==> config.mk <==
export PLATFORM = sky130hd
export DESIGN_NAME = digit_frame_scheduler
export DESIGN_NICKNAME = d
export VERILOG_FILES = /design/src/rtl/digit_frame_scheduler_pkg.sv /design/src/rtl/digit_frame_scheduler_vsync_edge_det.sv /design/src/rtl/digit_frame_scheduler.sv
export SDC_FILE = /design/constraint.sdc
export NUM_CORES = 1
export LEC_CHECK = 0
export ABC_CLOCK_PERIOD_IN_PS = 3600
export CAP_MARGIN = 20
export CORE_ASPECT_RATIO = 0.7
export CORE_UTILIZATION = 35
export CTS_CLUSTER_DIAMETER = 80
export CTS_CLUSTER_SIZE = 20
export DETAILED_ROUTE_END_ITERATION = 12
export GPL_TIMING_DRIVEN = 0
export PLACE_DENSITY = 0.64
export SETUP_SLACK_MARGIN = 0.5
export SYNTH_ARGS = -nofsm -noshare
export SYNTH_HDL_FRONTEND = slang
export SYNTH_SLANG_ARGS = --single-unit
==> constraint.sdc <==
create_clock -name clk -period 3.6 [get_ports clk]
set_input_delay 0.9 -clock clk [delete_from_list [all_inputs] [get_ports clk]]
set_output_delay 0.9 -clock clk [all_outputs]
set_load 0.1 [all_outputs]
==> src/rtl/digit_frame_scheduler_pkg.sv <==
// Shared types for the digit frame scheduler: FSM states, frame phase codes and count helpers.
// Phase codes are also consumed by the recognition datapath.
package digit_frame_scheduler_pkg;

    localparam int unsigned CNT_W   = 4;
    localparam int unsigned PHASE_W = 2;
    localparam int unsigned ERR_W   = 8;

    typedef enum logic [1:0] {
        ST_IDLE = 2'd0,
        ST_PROJ = 2'd1,
        ST_RUN  = 2'd2
    } state_e;

    typedef enum logic [PHASE_W-1:0] {
        FRM_PROJ    = 2'd0,
        FRM_SETTLE  = 2'd1,
        FRM_FEATURE = 2'd2,
        FRM_RESULT  = 2'd3
    } phase_e;

    // Digit grid geometry reported by the projection block.
    typedef struct packed {
        logic [CNT_W-1:0] row;
        logic [CNT_W-1:0] col;
    } counts_t;

    // A projection is usable only if it found at least one digit and fits the recognition grid.
    function automatic logic counts_ok(input counts_t c,
                                       input logic [CNT_W-1:0] row_max,
                                       input logic [CNT_W-1:0] col_max);
        return (c.row != '0) && (c.row <= row_max) &&
               (c.col != '0) && (c.col <= col_max);
    endfunction

    function automatic logic [ERR_W-1:0] sat_inc(input logic [ERR_W-1:0] v);
        return (v == {ERR_W{1'b1}}) ? v : v + ERR_W'(1);
    endfunction

endpackage

==> src/rtl/digit_frame_scheduler_vsync_edge_det.sv <==
// Registered rising-edge detector for camera vsync; ignores a vsync that is already high
// when reset is released until it has been seen low once.
module vsync_edge_det (
    input  logic clk,
    input  logic rst_n,
    input  logic vsync_i,
    output logic rise_o
);

    logic vsync_d1_q;
    logic armed_q;
    logic rise_q;
    logic rise_d;

    assign rise_d = vsync_i & ~vsync_d1_q & armed_q;

    always_ff @(posedge clk or negedge rst_n) begin
        if (!rst_n) begin
            vsync_d1_q <= 1'b0;
            armed_q    <= 1'b0;
            rise_q     <= 1'b0;
        end else begin
            vsync_d1_q <= vsync_i;
            armed_q    <= armed_q | ~vsync_i;
            rise_q     <= rise_d;
        end
    end

    assign rise_o = rise_q;

endmodule

==> src/rtl/digit_frame_scheduler.sv <==
// Frame-level sequencer for the digit recognition pipeline: projection, border settle,
// feature extract and result phases, one video frame each, with a frame watchdog.
module digit_frame_scheduler
    import digit_frame_scheduler_pkg::*;
#(
    parameter int unsigned NUM_ROW_MAX = 1,
    parameter int unsigned NUM_COL_MAX = 4,
    parameter int unsigned WDOG_W      = 24
) (
    input  logic               clk,
    input  logic               rst_n,
    input  logic               enable,
    input  logic               frame_vsync,
    input  logic [CNT_W-1:0]   row_num_in,
    input  logic [CNT_W-1:0]   col_num_in,
    output logic [PHASE_W-1:0] frame_cnt,
    output logic               project_done_flag,
    output logic [CNT_W-1:0]   num_row,
    output logic [CNT_W-1:0]   num_col,
    output logic               proj_clr,
    output logic               digit_valid,
    output logic [ERR_W-1:0]   err_cnt,
    output logic               timeout
);

    localparam logic [CNT_W-1:0]  ROW_MAX   = CNT_W'(NUM_ROW_MAX);
    localparam logic [CNT_W-1:0]  COL_MAX   = CNT_W'(NUM_COL_MAX);
    localparam logic [WDOG_W-1:0] WDOG_LAST = {WDOG_W{1'b1}};

    state_e              state_q;
    phase_e              phase_q;
    logic                flag_q;
    counts_t             counts_q;
    logic                proj_clr_q;
    logic                digit_valid_q;
    logic [ERR_W-1:0]    err_q;
    logic                timeout_q;
    logic [WDOG_W-1:0]   wdog_q;

    logic                frame_start;
    counts_t             counts_in;
    logic                counts_in_ok;
    logic                wdog_expire_c;

    vsync_edge_det u_vsync_edge_det (
        .clk     (clk),
        .rst_n   (rst_n),
        .vsync_i (frame_vsync),
        .rise_o  (frame_start)
    );

    assign counts_in     = '{row: row_num_in, col: col_num_in};
    assign counts_in_ok  = counts_ok(counts_in, ROW_MAX, COL_MAX);
    // A frame_start on the expiry cycle takes priority over the timeout.
    assign wdog_expire_c = (state_q != ST_IDLE) && !frame_start && (wdog_q == WDOG_LAST);

    always_ff @(posedge clk or negedge rst_n) begin
        if (!rst_n) begin
            state_q       <= ST_IDLE;
            phase_q       <= FRM_PROJ;
            flag_q        <= 1'b0;
            counts_q      <= '0;
            proj_clr_q    <= 1'b0;
            digit_valid_q <= 1'b0;
            err_q         <= '0;
            timeout_q     <= 1'b0;
            wdog_q        <= '0;
        end else begin
            proj_clr_q    <= 1'b0;
            digit_valid_q <= 1'b0;

            if (wdog_expire_c) begin
                state_q   <= ST_IDLE;
                phase_q   <= FRM_PROJ;
                flag_q    <= 1'b0;
                timeout_q <= 1'b1;
                wdog_q    <= '0;
            end else begin
                wdog_q <= (state_q == ST_IDLE || frame_start) ? '0 : wdog_q + WDOG_W'(1);

                if (frame_start) begin
                    unique case (state_q)
                        ST_IDLE: begin
                            if (enable) begin
                                state_q    <= ST_PROJ;
                                proj_clr_q <= 1'b1;
                                timeout_q  <= 1'b0;
                            end
                        end
                        ST_PROJ: begin
                            if (!enable) begin
                                state_q <= ST_IDLE;
                            end else if (counts_in_ok) begin
                                counts_q <= counts_in;
                                flag_q   <= 1'b1;
                                phase_q  <= FRM_SETTLE;
                                state_q  <= ST_RUN;
                            end else begin
                                err_q      <= sat_inc(err_q);
                                proj_clr_q <= 1'b1;
                            end
                        end
                        ST_RUN: begin
                            if (phase_q == FRM_RESULT) begin
                                flag_q     <= 1'b0;
                                phase_q    <= FRM_PROJ;
                                proj_clr_q <= 1'b1;
                                state_q    <= enable ? ST_PROJ : ST_IDLE;
                            end else if (!enable) begin
                                flag_q  <= 1'b0;
                                phase_q <= FRM_PROJ;
                                state_q <= ST_IDLE;
                            end else begin
                                phase_q <= (phase_q == FRM_SETTLE) ? FRM_FEATURE : FRM_RESULT;
                                if (phase_q == FRM_FEATURE) begin
                                    digit_valid_q <= 1'b1;
                                end
                            end
                        end
                        default: begin
                            state_q <= ST_IDLE;
                            flag_q  <= 1'b0;
                            phase_q <= FRM_PROJ;
                        end
                    endcase
                end
            end
        end
    end

    assign frame_cnt         = phase_q;
    assign project_done_flag = flag_q;
    assign num_row           = counts_q.row;
    assign num_col           = counts_q.col;
    assign proj_clr          = proj_clr_q;
    assign digit_valid       = digit_valid_q;
    assign err_cnt           = err_q;
    assign timeout           = timeout_q;

endmodule

==> impl_metrics.json, run 1 <==
{
  "finalSetupTns_ns": 0,
  "post_drt_wl_per_cell_um": 14.0,
  "critPathArrivalTime_ns": 1.91,
  "path_buf_inv": 1,
  "yosys-top-cells-area": "dfrtp_1, xor2_1, ha_1, nor2_1, nand4_1",
  "rows": 25,
  "hold-worst-slack_ns": 0.412,
  "setup_violations": 0,
  "crit_slowest_cell": "clkdlybuf4s50_1",
  "post-place-ws_ns": 0.617,
  "post-route-period-util": 0.781,
  "grt_pass1_vias": 1833,
  "synth.distinct_cells": 46,
  "synth.ff_latch_count": 51,
  "async_reset_ff_frac": 1.00,
  "setup_ws_ns": 0.790,
  "fillCellCount": 663,
  "hold_viol": 0,
  "io_buffers": 32,
  "drv_cap": 0,
  "ctsHtreeMaxLevel": 2,
  "post_synth.cell_area_avg_um2": 10.5,
  "period_needed_ns": 2.81,
  "first_pass_iters": 4,
  "crit_fanout": 6,
  "cts_buffer_depth": 2,
  "die_y_um": 73.9,
  "post-route-util": 0.454,
  "end_kind": "output port",
  "netlist_instances": 246,
  "cpPeakStageDelay_ns": 1.17,
  "worstSetupPathType": "reg -> out",
  "routabilityCongestion": 0.793,
  "ir_drop_v": 0.000382,
  "routed_wl_um": 5340,
  "layout-drive-gt1-share": 0.105,
  "slew_headroom": 0.344,
  "synth-edff-count": 0,
  "place_area_um2": 3040,
  "dp_hpwl_um": 4000,
  "design_area_um2": 3150,
  "status": "completed",
  "synth_warnings": 0,
  "yosysSeqAreaShare": 0.493,
  "p_leak_nw": 1.34,
  "final_max_slew_viol_count": 0,
  "dieArea_um2": 7740,
  "mostFrequentLayoutCell": "dfrtp_1",
  "grtUsageTotal": 0.146,
  "cp_top_family": "buffers and inverters",
  "grt_max_degree": 28,
  "synth_top_area_frac": 0.493,
  "synth_nets": 265,
  "initial_utilization": 0.372,
  "num-nets-final": 305,
  "clkTransAtPathRegs_ns": 0.10,
  "grt_pass1_wl_um": 9000,
  "cts_made_buffers": 5,
  "ioPinCount": 34,
  "yosysTopAreaCell": "dfrtp_1",
  "crit_chain": "clkdlybuf4s50_1",
  "cts.root.buffer_cell": "clkbuf_8",
  "drtAntennaViolNets": 0,
  "drc": 0,
  "ys.flop_type": "dfrtp_1",
  "die_w_um": 105,
  "area_growth_pct": 21.9,
  "mostFrequentLayoutCells": "dfrtp_1, clkdlybuf4s50_1, nor2_1",
  "clock-sinks": 51,
  "diodes": 0,
  "hold_buffers": 0,
  "vias": 1978,
  "synth_area_um2": 2590,
  "post-cts-setup-buffers": 0,
  "power_density_nw_per_um2": 563,
  "coreArea_um2": 6940,
  "skew_ns": 0.0102,
  "drt_iter0_drc": 131,
  "cp-start-kind": "register",
  "grt_antenna_before_repair": 0,
  "grt_overflow": 0,
  "required_ns": 2.70,
  "via_per_inst": 5.19,
  "max_freq_mhz": 356,
  "rsz0062_at_grt": "no",
  "clock_latency_ns": 0.30,
  "cts_resized": 0,
  "cts_tree": "done",
  "tightest_slew_ns": 0.981,
  "hp-class": "reg -> reg"
}
kinds of logic (layout without fill, tap and decap cells):
logic type	Yosys count	in the layout	share of synthesized area
and+or+nand+nor	109	109	0.246
DFF	51	51	0.493
AOI/OAI and AO/OA	33	33	0.0876
xor gates and xnor gates	22	22	0.0745
buffers and inverters	16	57	0.0319
muxes	8	8	0.0329
adders and majority gates	7	7	0.0339
worst reg2reg max path, cell delays in order (launching register included):
cell,delay (ns)
dfrtp_1,0.42
inv_1,0.10
ha_1,0.28
nor4bb_1,0.36
nand4_1,0.34
o21ai_4,0.41
buf_6,0.20
nor2_1,0.06
where the power goes:
group          internal (mW)  leakage, nW  switching (mW)
Combinational          0.187        0.591           0.494
Sequential             0.632        0.689          0.0652
Clock                  0.207       0.0581           0.189
Total                   1.03         1.34           0.748
layout make-up:
class	instances	area, µm²	area share
multi-input combinational	179	1230	0.389
clock buffer	5	68.8	0.0218
clock inverter	3	43.8	0.0139
inverter	8	30.0	0.00953
timing repair buffer	33	335	0.106
sequential	51	1280	0.405
buffer	8	52.6	0.0167
tap	94	118	0.0373
metrics by stage:
stage,power [mW],std cells
final,1.77,381
after global routing,1.87,381
after CTS,1.79,381
after detailed placement,1.39,373
after global placement,1.38,372
after floorplan,1.21,246
final timing paths:
kind	cells after the start	from	endpoint	slack (ns)
setup / recovery	1	err_cnt[2]	err_cnt[2]	0.79
hold / removal	1	u_vsync_edge_det.vsync_d1_q	u_vsync_edge_det.rise_o	0.41
setup reg to reg	7	state_q[0]	wdog_q[12]	1.32
hold reg to reg	1	u_vsync_edge_det.vsync_d1_q	u_vsync_edge_det.rise_o	0.41
max in group asynchronous	2	rst_n	u_vsync_edge_det.rise_o	2.45
min in group asynchronous	1	rst_n	wdog_q[1]	0.60
registers in the layout, summed over array words and instances (netlist names):
name                         cells
wdog_q                          24
u_vsync_edge_det.rise_o          1
num_col                          4
state_q                          2
u_vsync_edge_det.armed_q         1
timeout                          1
num_row                          4
u_vsync_edge_det.vsync_d1_q      1
err_cnt                          8
proj_clr                         1
digit_valid                      1
project_done_flag                1
frame_cnt                        2
cells in the mapped netlist (3+ instances only):
| cell type | n |
|---|---|
| and3_1 | 3 |
| mux2i_1 | 4 |
| or4_1 | 5 |
| inv_1 | 8 |
| xor2_1 | 16 |
| and4_1 | 5 |
| nor3_1 | 5 |
| nand3_1 | 14 |
| dfrtp_1 | 51 |
| nand2_1 | 16 |
| a21oi_1 | 9 |
| and2_1 | 3 |
| o41ai_1 | 3 |
| ha_1 | 7 |
| nor2b_1 | 6 |
| a21o_1 | 3 |
| o21ai_0 | 7 |
| xnor2_1 | 6 |
| nor2_1 | 23 |
| nand4_1 | 12 |
| mux2_2 | 3 |
routing by layer:
metal	global-route usage	share of wire	up-vias
li1	-	-	968
met1	0.221	0.51	965
met2	0.215	0.44	43
met3	0.0284	0.044	2
met4	0.0329	0.0086	0
met5	0	0	-
Note: power is estimated with default switching activity, not from simulation.
==> inputs of run 2 (changes only) <==
Settings changed: ABC_CLOCK_PERIOD_IN_PS 3600 to 2800.
Clock period 3.6 ns to 2.8 ns, I/O delays scaled along.
==> impl_metrics.json, run 2 (synthesis results as in run 1) <==
{
  "report.power.total_mw": 2.28,
  "initial_utilization": 0.372,
  "final_max_slew_viol_count": 0,
  "post-route-util": 0.459,
  "hold_buffers": 0,
  "cts_tree": "done",
  "largest_reg_flops": 24,
  "drv_cap": 0,
  "power_density_nw_per_um2": 717,
  "status": "completed",
  "cp_top_family": "buffers and inverters",
  "hold_viol": 0,
  "post-place-ws_ns": 0.0166,
  "rsz0062_at_grt": "no",
  "io_buffers": 32,
  "rows": 25,
  "cts_buffer_depth": 2,
  "path_buf_inv": 1,
  "diodes": 0,
  "vias": 2007,
  "cts.root.buffer_cell": "clkbuf_8",
  "grt_max_degree": 28,
  "ctsHtreeMaxLevel": 2,
  "hold-worst-slack_ns": 0.403,
  "drt_iter0_drc": 115,
  "drtAntennaViolNets": 0,
  "period_needed_ns": 2.26,
  "place_area_um2": 3040,
  "skew_ns": 0.0125,
  "setup_ws_ns": 0.541,
  "dieArea_um2": 7740,
  "tightest_slew_ns": 0.970,
  "required_ns": 2.10,
  "hp-class": "in -> async",
  "r2r_slack_ns": 0.68,
  "setup_violations": 0,
  "via_per_inst": 5.19,
  "end_kind": "output port",
  "post-route-period-util": 0.807,
  "drc": 0,
  "regMostFlops": "wdog_q",
  "dp_hpwl_um": 4000,
  "coreArea_um2": 6940,
  "grt_pass1_wl_um": 8940,
  "finalSetupTns_ns": 0,
  "grt_overflow": 0,
  "stdcell_count": 387,
  "ioPinCount": 34,
  "fillCellCount": 665,
  "clock-sinks": 51,
  "mostFrequentLayoutCells": "dfrtp_1, nor2_1, nand2_1, xor2_1, nand3_1",
  "grt_pass1_vias": 1830,
  "post_drt_wl_per_cell_um": 14.1,
  "dp.cells": 373,
  "die_w_um": 105,
  "die_y_um": 73.9,
  "critPathArrivalTime_ns": 1.56,
  "crit_fanout": 4,
  "clock_latency_ns": 0.30,
  "routabilityCongestion": 0.793,
  "grtUsageTotal": 0.146,
  "max_freq_mhz": 443,
  "worstReg2RegStart": "state_q[0]",
  "num-nets-final": 311,
  "reg2reg_depth": 7,
  "r2r-end": "wdog_q[12]",
  "first_pass_iters": 4,
  "crit_chain": "clkdlybuf4s15_1",
  "grt_antenna_before_repair": 0,
  "cp-start-kind": "register",
  "area_growth_pct": 23.2,
  "layout-drive-gt1-share": 0.143,
  "routed_wl_um": 5450,
  "crit_slowest_cell": "clkdlybuf4s15_1",
  "design_area_um2": 3190,
  "p_leak_nw": 1.44,
  "mostFrequentLayoutCell": "dfrtp_1",
  "slew_headroom": 0.356,
  "cpPeakStageDelay_ns": 0.85,
  "cts_made_buffers": 5,
  "worstSetupPathType": "reg -> out",
  "ir_drop_v": 0.000462,
  "clkTransAtPathRegs_ns": 0.10
}
[run 2: cell count changes in the layout (fill, tap and decap cells not counted)]
cell | previous run | this run
nor4bb_2 | 0 | 1
buf_4 | 1 | 6
buf_12 | 1 | 2
nor4bb_1 | 1 | 0
nor2_2 | 1 | 0
dlygate4sd2_1 | 0 | 13
clkdlybuf4s50_1 | 31 | 9
nor2_4 | 0 | 1
clkbuf_2 | 1 | 6
clkdlybuf4s15_1 | 0 | 5
clkbuf_1 | 2 | 1
[run 2: per-layer routing]
layer | GRT usage | part of all wire
met1 | 0.220 | 0.49
met2 | 0.216 | 0.44
met3 | 0.0275 | 0.063
met4 | 0.0329 | 0.0084
met5 | 0 | 0
[run 2: area by class of cell]
type,instances,area (µm²),area share
sequential,51,1280,0.401
tap,94,118,0.0369
timing repair buffer,39,357,0.112
multi-input combinational,179,1240,0.389
clock buffer,5,68.8,0.0216
buffer,8,53.8,0.0169
clock inverter,3,43.8,0.0137
inverter,8,30.0,0.00943
[run 2: worst max-delay path by stage]
stage | start | end | cells past startpoint
6_report | err_cnt[0] | err_cnt[0] | 1
5_1_grt | err_cnt[5] | err_cnt[5] | 1
3_5_place_dp | row_num_in[2] | num_col[1] | 5
3_3_place_gp | rst_n | err_cnt[2] | 1
4_1_cts | err_cnt[2] | err_cnt[2] | 1
2_1_floorplan | err_cnt[3] | err_cnt[1] | 4
[run 2: where the power goes]
group / internal [mW] / leakage [nW] / switching, mW
logic: 0.234 / 0.694 / 0.645
registers: 0.812 / 0.689 / 0.0839
clock network: 0.266 / 0.0581 / 0.243
total: 1.31 / 1.44 / 0.972
[run 2: what timing repair did]
item | 4_1_cts | 5_1_grt
setup buffers | 2 | 4
resized for setup | 26 | 13
pin swaps | 1 | 2
setup endpoints to repair | 26 | 31
==> inputs of run 3 (changes only) <==
Settings changed: ABC_CLOCK_PERIOD_IN_PS 2800 to 2250.
Clock period 2.8 ns to 2.25 ns, I/O delays scaled along.
==> impl_metrics.json, run 3 (synthesis results as in run 1) <==
{
  "die_w_um": 105,
  "drc": 0,
  "report.power.total_mw": 3.18,
  "die_y_um": 73.9,
  "grt_antenna_before_repair": 0,
  "first_pass_iters": 4,
  "area_growth_pct": 35.9,
  "grt_overflow": 0,
  "mostFrequentLayoutCells": "dfrtp_1, buf_4, buf_2",
  "rsz0062_at_grt": "yes",
  "post-route-period-util": 0.801,
  "place_area_um2": 3120,
  "max_freq_mhz": 555,
  "routabilityCongestion": 0.753,
  "setup_violations": 0,
  "cts_made_buffers": 5,
  "critPathArrivalTime_ns": 1.99,
  "hp-class": "in -> async",
  "period_needed_ns": 1.80,
  "grt_pass1_wl_um": 9540,
  "final_max_slew_viol_count": 0,
  "cp-start-kind": "register",
  "cts.root.buffer_cell": "clkbuf_8",
  "drt_iter0_drc": 102,
  "coreArea_um2": 6940,
  "slew_headroom": 0.633,
  "post_drt_wl_per_cell_um": 14.3,
  "worstSetupPathType": "reg -> reg",
  "layout-drive-gt1-share": 0.429,
  "mostFrequentLayoutCell": "dfrtp_1",
  "setup_ws_ns": 0.448,
  "status": "completed",
  "end_kind": "register",
  "vias": 2062,
  "dp_hpwl_um": 3810,
  "grt_pass1_vias": 1940,
  "routed_wl_um": 5860,
  "diodes": 0,
  "required_ns": 2.44,
  "num-nets-final": 333,
  "post-place-ws_ns": -0.229,
  "hold_buffers": 0,
  "p_leak_nw": 1.55,
  "ir_drop_v": 0.000668,
  "grt_max_degree": 29,
  "cts_tree": "done",
  "crit_fanout": 6,
  "power_density_nw_per_um2": 904,
  "dieArea_um2": 7740,
  "drv_cap": 0,
  "grtUsageTotal": 0.156,
  "cts_buffer_depth": 2,
  "post-route-util": 0.506,
  "initial_utilization": 0.372,
  "clock_latency_ns": 0.30,
  "tightest_slew_ns": 0.551,
  "regMostFlops": "wdog_q",
  "ctsHtreeMaxLevel": 2,
  "ioPinCount": 34,
  "design_area_um2": 3510,
  "hold_viol": 0,
  "rows": 25,
  "drtAntennaViolNets": 0,
  "hold-worst-slack_ns": 0.233,
  "largest_reg_flops": 24,
  "clock-sinks": 51,
  "io_buffers": 32,
  "via_per_inst": 5.04,
  "clkTransAtPathRegs_ns": 0.10,
  "skew_ns": 0.00831
}
[run 3: cell count changes in the layout (fill, tap and decap cells not counted), sizes merged]
cell           previous run  this run
clkdlybuf4s50             9         2
clkdlybuf4s18             0         1
buf                      13        56
dlygate4sd2              13         1
inv                       8         9
clkdlybuf4s15             5         1
clkbuf                   12        13
bufinv                    1         0
[run 3: worst paths after layout]
check	start	to	slack, ns	cells after the start
hold reg to reg	u_vsync_edge_det.vsync_d1_q	u_vsync_edge_det.rise_o	0.40	1
hold / removal	rst_n	wdog_q[0]	0.23	1
min in group clk	u_vsync_edge_det.vsync_d1_q	u_vsync_edge_det.rise_o	0.40	1
setup / recovery	state_q[0]	wdog_q[13]	0.45	8
setup reg to reg	state_q[0]	wdog_q[13]	0.45	8
max in group asynchronous	rst_n	err_cnt[6]	1.46	2
[run 3: area by class of cell]
| class | count | area, µm² |
|---|---|---|
| inverter | 8 | 30.0 |
| timing repair buffer | 61 | 460 |
| clock buffer | 5 | 68.8 |
| clock inverter | 3 | 22.5 |
| tap | 94 | 118 |
| buffer | 8 | 71.3 |
| sequential | 51 | 1290 |
| fill | 609 | 3430 |
| multi-input combinational | 179 | 1450 |
[run 3: where the power goes]
group          switching, mW  internal, mW  total [mW]
Combinational          0.971         0.546        1.52
Clock                  0.315         0.224       0.538
Sequential            0.0968          1.02        1.12
Total                   1.38          1.79        3.18
[run 3: worst max-delay path: stages, from the launching register on]
cell and delay [ns]:
dfrtp_1 0.41, inv_2 0.08, ha_4 0.17, nor4bb_4 0.28
nand4_1 0.22, o21ai_4 0.22, buf_12 0.15, buf_8 0.12
nor2_1 0.04
[run 3: what timing repair did]
item | in CTS | in global routing
setup endpoints to repair | 66 | 43
cloned | 1 | 0
resized for setup | 139 | 51
setup buffers | 19 | 8
pin swaps | 15 | 11
[run 3: per-layer routing]
layer	vias up	routed length, µm	global-route usage	share of wire
met5	-	0	0	0
met3	2	209	0.0311	0.036
met2	40	2610	0.228	0.45
met4	0	42	0.0423	0.0072
met1	990	2990	0.234	0.51
li1	1030	-	-	-
[run 3: metrics by stage]
| stage | cells | setup TNS, ns |
|---|---|---|
| final | 409 | 0 |
| after floorplan | 246 | 0 |
| after global placement | 372 | -53.22 |
| after detailed placement | 373 | -1.32 |
| after CTS | 401 | 0 |
| after global routing | 409 | 0 |
